## src/rtl/key_debounce_pulser_pkg.sv

```systemverilog
`default_nettype none
// ============================================================================
//  Module      : key_debounce_pulser_pkg
//  Description : Shared definitions for the directional key debounce/pulser:
//                key index constants, hold-FSM state encodings, default
//                timing constants and a counter-width helper.
//  Revision    : 1.0  initial release
// ============================================================================
package key_debounce_pulser_pkg;

    // Key bit positions within key_n / KeysHeld / the pending vector.
    localparam int c_KEY_LEFT  = 0;
    localparam int c_KEY_UP    = 1;
    localparam int c_KEY_DOWN  = 2;
    localparam int c_KEY_RIGHT = 3;

    // Per-key hold FSM state encodings.
    localparam int          c_HOLD_W      = 2;
    localparam logic [1:0]  c_HOLD_IDLE   = 2'd0;
    localparam logic [1:0]  c_HOLD_DELAY  = 2'd1;
    localparam logic [1:0]  c_HOLD_REPEAT = 2'd2;

    // Default timing, expressed in clock cycles at 50 MHz.
    localparam int c_DEF_DEBOUNCE_CYCLES      = 1000000;   // 20 ms
    localparam int c_DEF_REPEAT_DELAY_CYCLES  = 25000000;  // 500 ms
    localparam int c_DEF_REPEAT_PERIOD_CYCLES = 10000000;  // 200 ms

    // Width of a counter that must hold values 0 .. maxCount-1. The counters
    // clear on reaching maxCount-1, so they never need to represent maxCount.
    function automatic int cntWidth(input int maxCount);
        return (maxCount > 1) ? $clog2(maxCount) : 1;
    endfunction

endpackage : key_debounce_pulser_pkg
`default_nettype wire

```

## src/rtl/key_debounce.sv

```systemverilog
`default_nettype none
// ============================================================================
//  Module      : key_debounce
//  Description : One key's 2-flop synchronizer, debounce counter and
//                released->pressed edge detect.
//  Ports       : clock      - sole clock, rising edge
//                resetApp   - synchronous active-high reset
//                keyRaw_n   - raw push-button level, active-low, async
//                keyHeld    - registered debounced pressed state (1=pressed)
//                pressEvent - one-cycle pulse in the cycle after the
//                             debounced state flips to pressed
//  Revision    : 1.0  initial release
// ============================================================================
module key_debounce
    import key_debounce_pulser_pkg::*;
#(
    parameter int DEBOUNCE_CYCLES = c_DEF_DEBOUNCE_CYCLES
) (
    input  logic clock,
    input  logic resetApp,
    input  logic keyRaw_n,
    output logic keyHeld,
    output logic pressEvent
);

    localparam int                 c_CNT_W    = cntWidth(DEBOUNCE_CYCLES);
    localparam logic [c_CNT_W-1:0] c_CNT_LAST = c_CNT_W'(DEBOUNCE_CYCLES - 1);

    // The level is inverted on entry so that every flop here uses
    // 1 = pressed, and the reset value 0 means released throughout.
    logic               r_sync1;
    logic               r_sync2;
    logic               r_held;
    logic               r_press;
    logic [c_CNT_W-1:0] r_count;
    logic               w_differ;

    assign w_differ = (r_sync2 != r_held);

    always_ff @(posedge clock) begin
        if (resetApp) begin
            r_sync1 <= 1'b0;
            r_sync2 <= 1'b0;
            r_held  <= 1'b0;
            r_press <= 1'b0;
            r_count <= '0;
        end else begin
            r_sync1 <= ~keyRaw_n;
            r_sync2 <= r_sync1;
            r_press <= 1'b0;
            if (!w_differ) begin
                // Any return to the accepted level restarts the stability count.
                r_count <= '0;
            end else if (r_count == c_CNT_LAST) begin
                r_held  <= r_sync2;
                r_count <= '0;
                // Only a released->pressed flip is an event.
                r_press <= r_sync2;
            end else begin
                r_count <= r_count + c_CNT_W'(1);
            end
        end
    end

    assign keyHeld    = r_held;
    assign pressEvent = r_press;

endmodule : key_debounce
`default_nettype wire

```

## src/rtl/key_debounce_pulser.sv

```systemverilog
`default_nettype none
// ============================================================================
//  Module      : key_debounce_pulser
//  Description : Debounces NUM_KEYS active-low directional keys, generates a
//                press pulse plus timed auto-repeat pulses per held key, and
//                serialises them onto one-hot move pulses (Left>Up>Down>Right).
//  Ports       : clock     - sole clock, rising edge
//                resetApp  - synchronous active-high reset
//                key_n     - raw key levels, active-low, async to clock
//                KeyLeft/KeyUp/KeyDown/KeyRight - registered one-cycle move
//                            pulses, at most one high per cycle
//                KeysHeld  - registered debounced pressed state per key
//  Revision    : 1.0  initial release
// ============================================================================
module key_debounce_pulser
    import key_debounce_pulser_pkg::*;
#(
    parameter int NUM_KEYS             = 4,
    parameter int DEBOUNCE_CYCLES      = c_DEF_DEBOUNCE_CYCLES,
    parameter int REPEAT_DELAY_CYCLES  = c_DEF_REPEAT_DELAY_CYCLES,
    parameter int REPEAT_PERIOD_CYCLES = c_DEF_REPEAT_PERIOD_CYCLES
) (
    input  logic                clock,
    input  logic                resetApp,
    input  logic [NUM_KEYS-1:0] key_n,
    output logic                KeyLeft,
    output logic                KeyUp,
    output logic                KeyDown,
    output logic                KeyRight,
    output logic [NUM_KEYS-1:0] KeysHeld
);

    // One shared repeat counter width covers both the delay and the period.
    localparam int c_REP_MAX = (REPEAT_DELAY_CYCLES > REPEAT_PERIOD_CYCLES) ?
                               REPEAT_DELAY_CYCLES : REPEAT_PERIOD_CYCLES;
    localparam int                 c_REP_W       = cntWidth(c_REP_MAX);
    localparam logic [c_REP_W-1:0] c_DELAY_LAST  = c_REP_W'(REPEAT_DELAY_CYCLES - 1);
    localparam logic [c_REP_W-1:0] c_PERIOD_LAST = c_REP_W'(REPEAT_PERIOD_CYCLES - 1);

    logic [NUM_KEYS-1:0] w_held;
    logic [NUM_KEYS-1:0] w_press;
    logic [NUM_KEYS-1:0] w_repeat;
    logic [NUM_KEYS-1:0] w_event;
    logic [NUM_KEYS-1:0] w_grant;
    logic [NUM_KEYS-1:0] r_pending;
    logic [NUM_KEYS-1:0] r_pulse;
    logic [3:0]          w_pulsePad;

    generate
        for (genvar gi = 0; gi < NUM_KEYS; gi++) begin : g_keys

            key_debounce #(
                .DEBOUNCE_CYCLES (DEBOUNCE_CYCLES)
            ) u_debounce (
                .clock      (clock),
                .resetApp   (resetApp),
                .keyRaw_n   (key_n[gi]),
                .keyHeld    (w_held[gi]),
                .pressEvent (w_press[gi])
            );

            logic [c_HOLD_W-1:0] r_state;
            logic [c_HOLD_W-1:0] w_stateNext;
            logic [c_REP_W-1:0]  r_count;
            logic [c_REP_W-1:0]  w_countNext;
            logic                w_repeatEvt;

            always_ff @(posedge clock) begin
                if (resetApp) begin
                    r_state <= c_HOLD_IDLE;
                    r_count <= '0;
                end else begin
                    r_state <= w_stateNext;
                    r_count <= w_countNext;
                end
            end

            always_comb begin
                w_stateNext = r_state;
                w_countNext = r_count;
                w_repeatEvt = 1'b0;
                if (!w_held[gi]) begin
                    // Release wins over any timer expiry in the same cycle.
                    w_stateNext = c_HOLD_IDLE;
                    w_countNext = '0;
                end else begin
                    case (r_state)
                        c_HOLD_IDLE: begin
                            if (w_press[gi]) begin
                                w_stateNext = c_HOLD_DELAY;
                                w_countNext = '0;
                            end
                        end
                        c_HOLD_DELAY: begin
                            if (r_count == c_DELAY_LAST) begin
                                w_stateNext = c_HOLD_REPEAT;
                                w_countNext = '0;
                                w_repeatEvt = 1'b1;
                            end else begin
                                w_countNext = r_count + c_REP_W'(1);
                            end
                        end
                        c_HOLD_REPEAT: begin
                            if (r_count == c_PERIOD_LAST) begin
                                w_countNext = '0;
                                w_repeatEvt = 1'b1;
                            end else begin
                                w_countNext = r_count + c_REP_W'(1);
                            end
                        end
                        default: begin
                            w_stateNext = c_HOLD_IDLE;
                            w_countNext = '0;
                        end
                    endcase
                end
            end

            assign w_repeat[gi] = w_repeatEvt;
        end
    endgenerate

    assign w_event = w_press | w_repeat;

    // Isolate the lowest set pending bit: Left has the highest priority.
    assign w_grant = r_pending & (~r_pending + NUM_KEYS'(1));

    always_ff @(posedge clock) begin
        if (resetApp) begin
            r_pending <= '0;
            r_pulse   <= '0;
        end else begin
            // OR-ing the new events after clearing the grant keeps a bit set
            // when an event lands on its own grant, yielding one more pulse.
            r_pending <= (r_pending & ~w_grant) | w_event;
            r_pulse   <= w_grant;
        end
    end

    // Pad to the four named outputs; absent keys read as never pulsing.
    assign w_pulsePad = 4'(r_pulse);

    assign KeyLeft  = w_pulsePad[c_KEY_LEFT];
    assign KeyUp    = w_pulsePad[c_KEY_UP];
    assign KeyDown  = w_pulsePad[c_KEY_DOWN];
    assign KeyRight = w_pulsePad[c_KEY_RIGHT];
    assign KeysHeld = w_held;

endmodule : key_debounce_pulser
`default_nettype wire

```

## config.mk

```make
export PLATFORM = sky130hd
export DESIGN_NAME = key_debounce_pulser
export DESIGN_NICKNAME = d
export VERILOG_FILES = /design/src/rtl/key_debounce_pulser_pkg.sv /design/src/rtl/key_debounce.sv /design/src/rtl/key_debounce_pulser.sv
export SDC_FILE = /design/constraint.sdc
export NUM_CORES = 1
export LEC_CHECK = 0
export ABC_CLOCK_PERIOD_IN_PS = 2550
export CORE_ASPECT_RATIO = 1.75
export CORE_MARGIN = 2
export CORE_UTILIZATION = 57
export CTS_CLUSTER_SIZE = 20
export DETAILED_ROUTE_END_ITERATION = 6
export GPL_TIMING_DRIVEN = 0
export PLACE_DENSITY_LB_ADDON = 0.05
export SYNTH_ARGS = -nofsm -noshare
export SYNTH_HDL_FRONTEND = slang
export SYNTH_HIERARCHICAL = 1
export SYNTH_SLANG_ARGS = --single-unit
export TNS_END_PERCENT = 30
```

## constraint.sdc

```tcl
create_clock -name clock -period 2.55 [get_ports clock]
set_input_delay 0.255 -clock clock [delete_from_list [all_inputs] [get_ports clock]]
set_output_delay 0.255 -clock clock [all_outputs]
set_load 0.01 [all_outputs]
```

# Word level (Yosys, flattened, before mapping)

Cells that the tools add are included.
Widths: inputs -> output; s select.

Register bits after elaboration: 212
Bits of input ports: 6
Word-level logic and storage cells: 165
Output and inout port bits: 8

Multiplexer cells: 44
$add $sub $neg: 9
Bitwise gates (word level): 26
Equality and inequality tests: 32
Reductions and logical operators: 24

Operators with widths:

| cell                  | count |
|---|---|
| $mux 25               | 12 |
| $pmux 25 s3           | 4 |
| $add 25x1->25 const B | 4 |
| $eq 25x24->1 const B  | 4 |
| $eq 25x25->1 const B  | 4 |
| $add 20x1->20 const B | 4 |
| $eq 20x20->1 const B  | 4 |
| $pmux 2 s3            | 4 |
| $reduce_or 3->1       | 8 |
| $not 1->1             | 20 |
| $mux 2                | 8 |
| $mux 1                | 12 |
| $reduce_and 3->1      | 4 |
| $and 4x4->4           | 2 |
| $eq 2x1->1 const B    | 4 |
| $eq 2x2->1 const B    | 4 |
| $logic_not 2->1       | 4 |
| $ne 2x1->1 const B    | 4 |
| $ne 2x2->1 const B    | 4 |
| $not 4->4             | 2 |
| $or 4x4->4            | 2 |
| $pmux 1 s2            | 4 |
| $reduce_and 2->1      | 4 |
| $reduce_or 2->1       | 4 |
| other kinds (2)       | 5 |

# Logic depth before layout (Yosys ltp)

Depth after elaboration: 6
Depth in mapped cells: 9
Gate-level depth less buffers: 8

# Hierarchy

Netlist, hierarchy kept.

Modules (own cells, without submodules):

| module              | sequential area each (um^2) | area an instance (um^2) | times used | cells each |
|---|---|---|---|---|
| key_debounce_pulser | 2,322.2                     | 6,398.6                 | 1          | 802 |
| key_debounce        | 480.5                       | 1,067.3                 | 4          | 122 |

# Worst setup path before layout

OpenSTA, ideal clock, no wires.

Path kind: register -> register
From: register g_keys[1].r_count[13]
To: register g_keys[1].r_count[3]
Cell stages (with the launch flop): 8
Setup time: 117 ps
Buffers on the path: 2
Required time: 2,433 ps
Data arrival time: 2,262 ps
Clock period less this slack: 2,379 ps
Slack: 171 ps
Path through: dfxtp_1 -> or4b_1 -> or4_4 -> o41ai_2 -> a21oi_2 -> buf_6 -> buf_6 -> a22o_1

Word-level cells in the longest chain between the ends: 3
Elaborated cells between the ends (all ways): 5
Those cells by class: 2 x eq/ne; 3 x mux

Ends and longest elaborated chain:

| what                                                | line                                                  | text |
|---|---|---|
| start, declared                                     | key_debounce_pulser.sv:64                             | `logic [c_REP_W-1:0] r_count;` |
| start signal, assigned                              | key_debounce_pulser.sv:74                             | `r_count <= w_countNext;` |
| $eq 25x24->1 / $eq 25x25->1 (equally long branches) | key_debounce_pulser.sv:104, key_debounce_pulser.sv:95 |  |
| $mux 25, on equally long branches                   | key_debounce_pulser.sv:104, key_debounce_pulser.sv:95 |  |
| $pmux 25 s3 *                                       | key_debounce_pulser.sv:87                             | `case (r_state)` |

Mark *: on every way between the ends. The rest lies on a longest branch, timed or not.
A chain may end at the register's enable or synchronous reset.

# Worst setup path after layout

Ends and elaborated chain as after synthesis.

==> Flow_metrics.wiki <==
{| class="wikitable"
! Metric !! Value
|-
| Status || completed
|-
| Critical-path maximum fanout || 10
|-
| Starting DRC count in detailed routing || 643
|-
| Average wire per cell in the routed design || 15.6 um
|-
| Antenna Violating Nets Remaining || 0
|-
| Slew margin rel. || 0.590
|-
| Vias in the first global route || 8,924
|-
| Count of unique library cells instantiated by Yosys || 64
|-
| Maximum number of pins on one net before global-route repair || 24
|-
| Global placer's final weighted congestion || 0.880
|-
| Vias per cell || 6.07
|-
| Leading cell type by number of instances after synthesis || dfxtp_1
|-
| Library cell contributing the largest single delay on the critical path || or4b_4
|-
| Area share of the largest cell type after synthesis || 0.398
|-
| Die Span X || 107 um
|-
| Number of buffers between clock root and the deepest sink || 3
|-
| Startpoint class of the critical path || flip-flop
|-
| Arrival time at the worst endpoint || 2920 ps
|-
| Residual overflow from global routing || 0
|-
| Wire length of the first global-routing pass || 40,700 um
|-
| Number of warnings printed during yosys synthesis || 6
|-
| Cell seen most often among critical-path stages || buf_6
|-
| Inserted Clock Buffers || 21
|-
| Sum of routed wire length over all layers || 24,600 um
|-
| Effective utilization at floorplan || 0.577
|-
| Post-Route Skew || 11.0 ps
|-
| Worst ir drop on vdd || 537 uV
|-
| Setup TNS || 0 ps
|-
| Maximum capacitance violations || 0
|-
| Logic pwr share || 0.007
|-
| Final worst slack || 26.9 ps
|-
| CP max stage delay || 530 ps
|-
| Critical path type || reg2reg
|-
| Number of antenna cells inserted || 0
|-
| Count of buffers from port buffering || 13
|-
| Root buf cell || clkbuf_16
|-
| Share of synthesized area occupied by flip-flops and latches || 0.398
|-
| Synth-to-Final Area Change || 11.6%
|-
| Gr usage total || 0.243
|-
| Setup repair after global routing missed its margin || yes
|-
| CTS tree || built
|-
| Cell taking the most area after synthesis || dfxtp_1
|-
| Number of rows in the core area || 66
|-
| Post-synthesis instance area || 0.0107 mm^2
|-
| Boundary pin count || 14
|-
| Transition time of the tightest slew-check pin || 610 ps
|-
| Clock slew seen by the registers of the worst setup and hold paths || 60 ps
|-
| Ranking of synthesized cells by instance count || 212 x dfxtp_1, 118 x nand2_1, 118 x nor2_1
|-
| Cell types occupying the most area after synthesis || dfxtp_1 40%, nand3_1 5.1%, nand2_1 4.2%
|-
| Net Switching || 1.29 mW
|-
| Clock group share of total power || 0.457
|-
| Share of async-settable or async-resettable flops after synthesis || 0
|-
| Internal power component || 4.91 mW
|-
| Count of flip-flops with a built-in enable after synthesis || 0
|-
| Final Hold Viols || 0
|-
| Final cycle utilization of the critical path || 0.989
|-
| Cell chain of the critical path || or4b_4 -> or4_4 -> o41ai_4 -> a21oi_4 -> buf_6 -> buf_6 -> a22o_1
|-
| HPWL after DPL || 17,400 um
|-
| Overall die area || 0.0199 mm^2
|-
| Via count || 9,591
|-
| CP endpoint kind || flip-flop
|-
| Maximum clock rate || 396 MHz
|-
| Final-report setup violation count || 0
|-
| Core footprint || 0.0185 mm^2
|-
| Initial antenna violation count || 0
|-
| H-tree depth reported by CTS || 1
|-
| Filler instances || 1,645
|-
| Worst hold margin || 278 ps
|-
| Switching portion of total power || 0.208
|-
| Relative contribution of sequential cells to total power || 0.537
|-
| DRC violations left || 0
|-
| Synthesized area per cell || 8.27 um^2
|-
| Final cell utilization of the core || 0.644
|-
| Clock insertion delay at the later pin of the skew report || 500 ps
|-
| Cell count after synthesis || 1,290
|-
| Number of sinks on the clock net || 212
|-
| Synth Flop Type || dfxtp_1
|-
| Endpoint required time on the critical path || 2940 ps
|-
| Number of iterations in the first detailed-routing pass || 5
|-
| Worst hold path class || in2reg
|-
| Net total in the final layout || 1,360
|-
| Leakage power || 3.74 nW
|-
| Hold buffer count at cts || 0
|-
| Height of the die || 185 um
|-
| Power per standard cell area || 520 mW/mm^2
|-
| Total nets after synthesis || 1,320
|-
| FF+latch count, synth || 212
|-
| Min Clock Period, post-route || 2520 ps
|-
| Max-slew violation count || 0
|-
| Dpl ws || -1030 ps
|-
| Layout cells sized above 1 || 0.0812
|}
==> final timing paths <==
path                                 from                           end  slack [ps]  cells past startpoint
min                              key_n[2]  g_keys[2].u_debounce/r_sync1         280                      2
max reg2reg         g_keys[1].r_count[13]          g_keys[1].r_count[3]          30                      7
max                 g_keys[1].r_count[13]          g_keys[1].r_count[3]          30                      7
min reg2reg  g_keys[0].u_debounce/r_sync1  g_keys[0].u_debounce/r_sync2         440                      1
==> metal layers <==
layer  up-vias  GRT usage  routed length [um]
li1       4840          -                   -
met5         -          0                   0
met1      4518      0.274               10100
met2       175      0.462               12900
met4         0     0.0887                 761
met3        58     0.0285                 779
==> kinds of logic after synthesis <==
| group | Yosys count | synth area share |
|---|---|---|
| compound gates | 275 | 0.166 |
| flops | 212 | 0.398 |
| mux | 8 | 0.00762 |
| simple gates | 625 | 0.316 |
| xor+xnor | 61 | 0.0501 |
| buf+inv | 85 | 0.0342 |
| fa+ha+maj | 24 | 0.0281 |
==> power groups by stage <==
stage / combinational, mW / sequential [mW] / clock, mW
floorplan: 0.0220 / 3.40 / 0
global placement: 0.0431 / 3.40 / 0
detailed placement: 0.0431 / 3.40 / 0
CTS: 0.0428 / 3.32 / 2.90
global route: 0.0466 / 3.32 / 3.03
finish: 0.0420 / 3.32 / 2.83
==> through the flow <==
step,cells,cell area [um^2],total power [mW]
floorplan,1290,10700,3.42
global placement,1541,11100,3.44
detailed placement,1541,11100,3.44
CTS,1577,11800,6.27
global route,1580,11900,6.40
finish,1580,11900,6.19
==> area by class of cell <==
cell class / count / area [um^2] / area share
repair buffers: 21 / 200 / 0.0168
plain buffers: 41 / 223 / 0.0187
clock buffers: 29 / 576 / 0.0483
well taps: 238 / 298 / 0.0250
clock inverters: 6 / 33.8 / 0.00284
flip-flops and latches: 212 / 4250 / 0.357
multi-input cells: 993 / 6170 / 0.518
inverters: 40 / 150 / 0.0126
==> critical path, delay by kind of cell, from the launching register on <==
family | cells | cell delay (ps)
flip-flops | 1 | 350
buffers and inverters | 2 | 310
AND/OR/NAND/NOR | 2 | 980
AO/OA/AOI/OAI | 3 | 770
==> placed cells by master (no fill, tap or decap), types with 28 or more instances in the layout <==
master | synthesis | final
dfxtp_1 | 212 | 207
nor2_1 | 118 | 117
nand2_1 | 118 | 116
nand3_1 | 109 | 109
a21oi_1 | 88 | 81
a31oi_1 | 54 | 54
nand4_1 | 45 | 45
o21ai_0 | 45 | 44
inv_1 | 40 | 40
xnor2_1 | 36 | 36
or3_1 | 31 | 31
and3_1 | 31 | 31
nor3_1 | 28 | 28
==> timing repair <==
action / in CTS / in global routing
setup endpoints to repair: 82 / 76
pin swaps: 3 / 8
hold endpoints to repair: 0 / 0
gates resized for setup: 18 / 30
setup buffers: 2 / 4
cloned: 0 / 2
==> sequential cells by signal, indices dropped and copies added, names as in the netlist <==
signal                        cells
g_keys.r_count                  100
g_keys.u_debounce/keyHeld         4
r_pending                         4
g_keys.u_debounce/pressEvent      4
r_pulse                           4
g_keys.u_debounce/r_count        80
g_keys.u_debounce/r_sync1         4
g_keys.r_state                    8
g_keys.u_debounce/r_sync2         4
No activity file was read; power rests on OpenSTA's default activity.
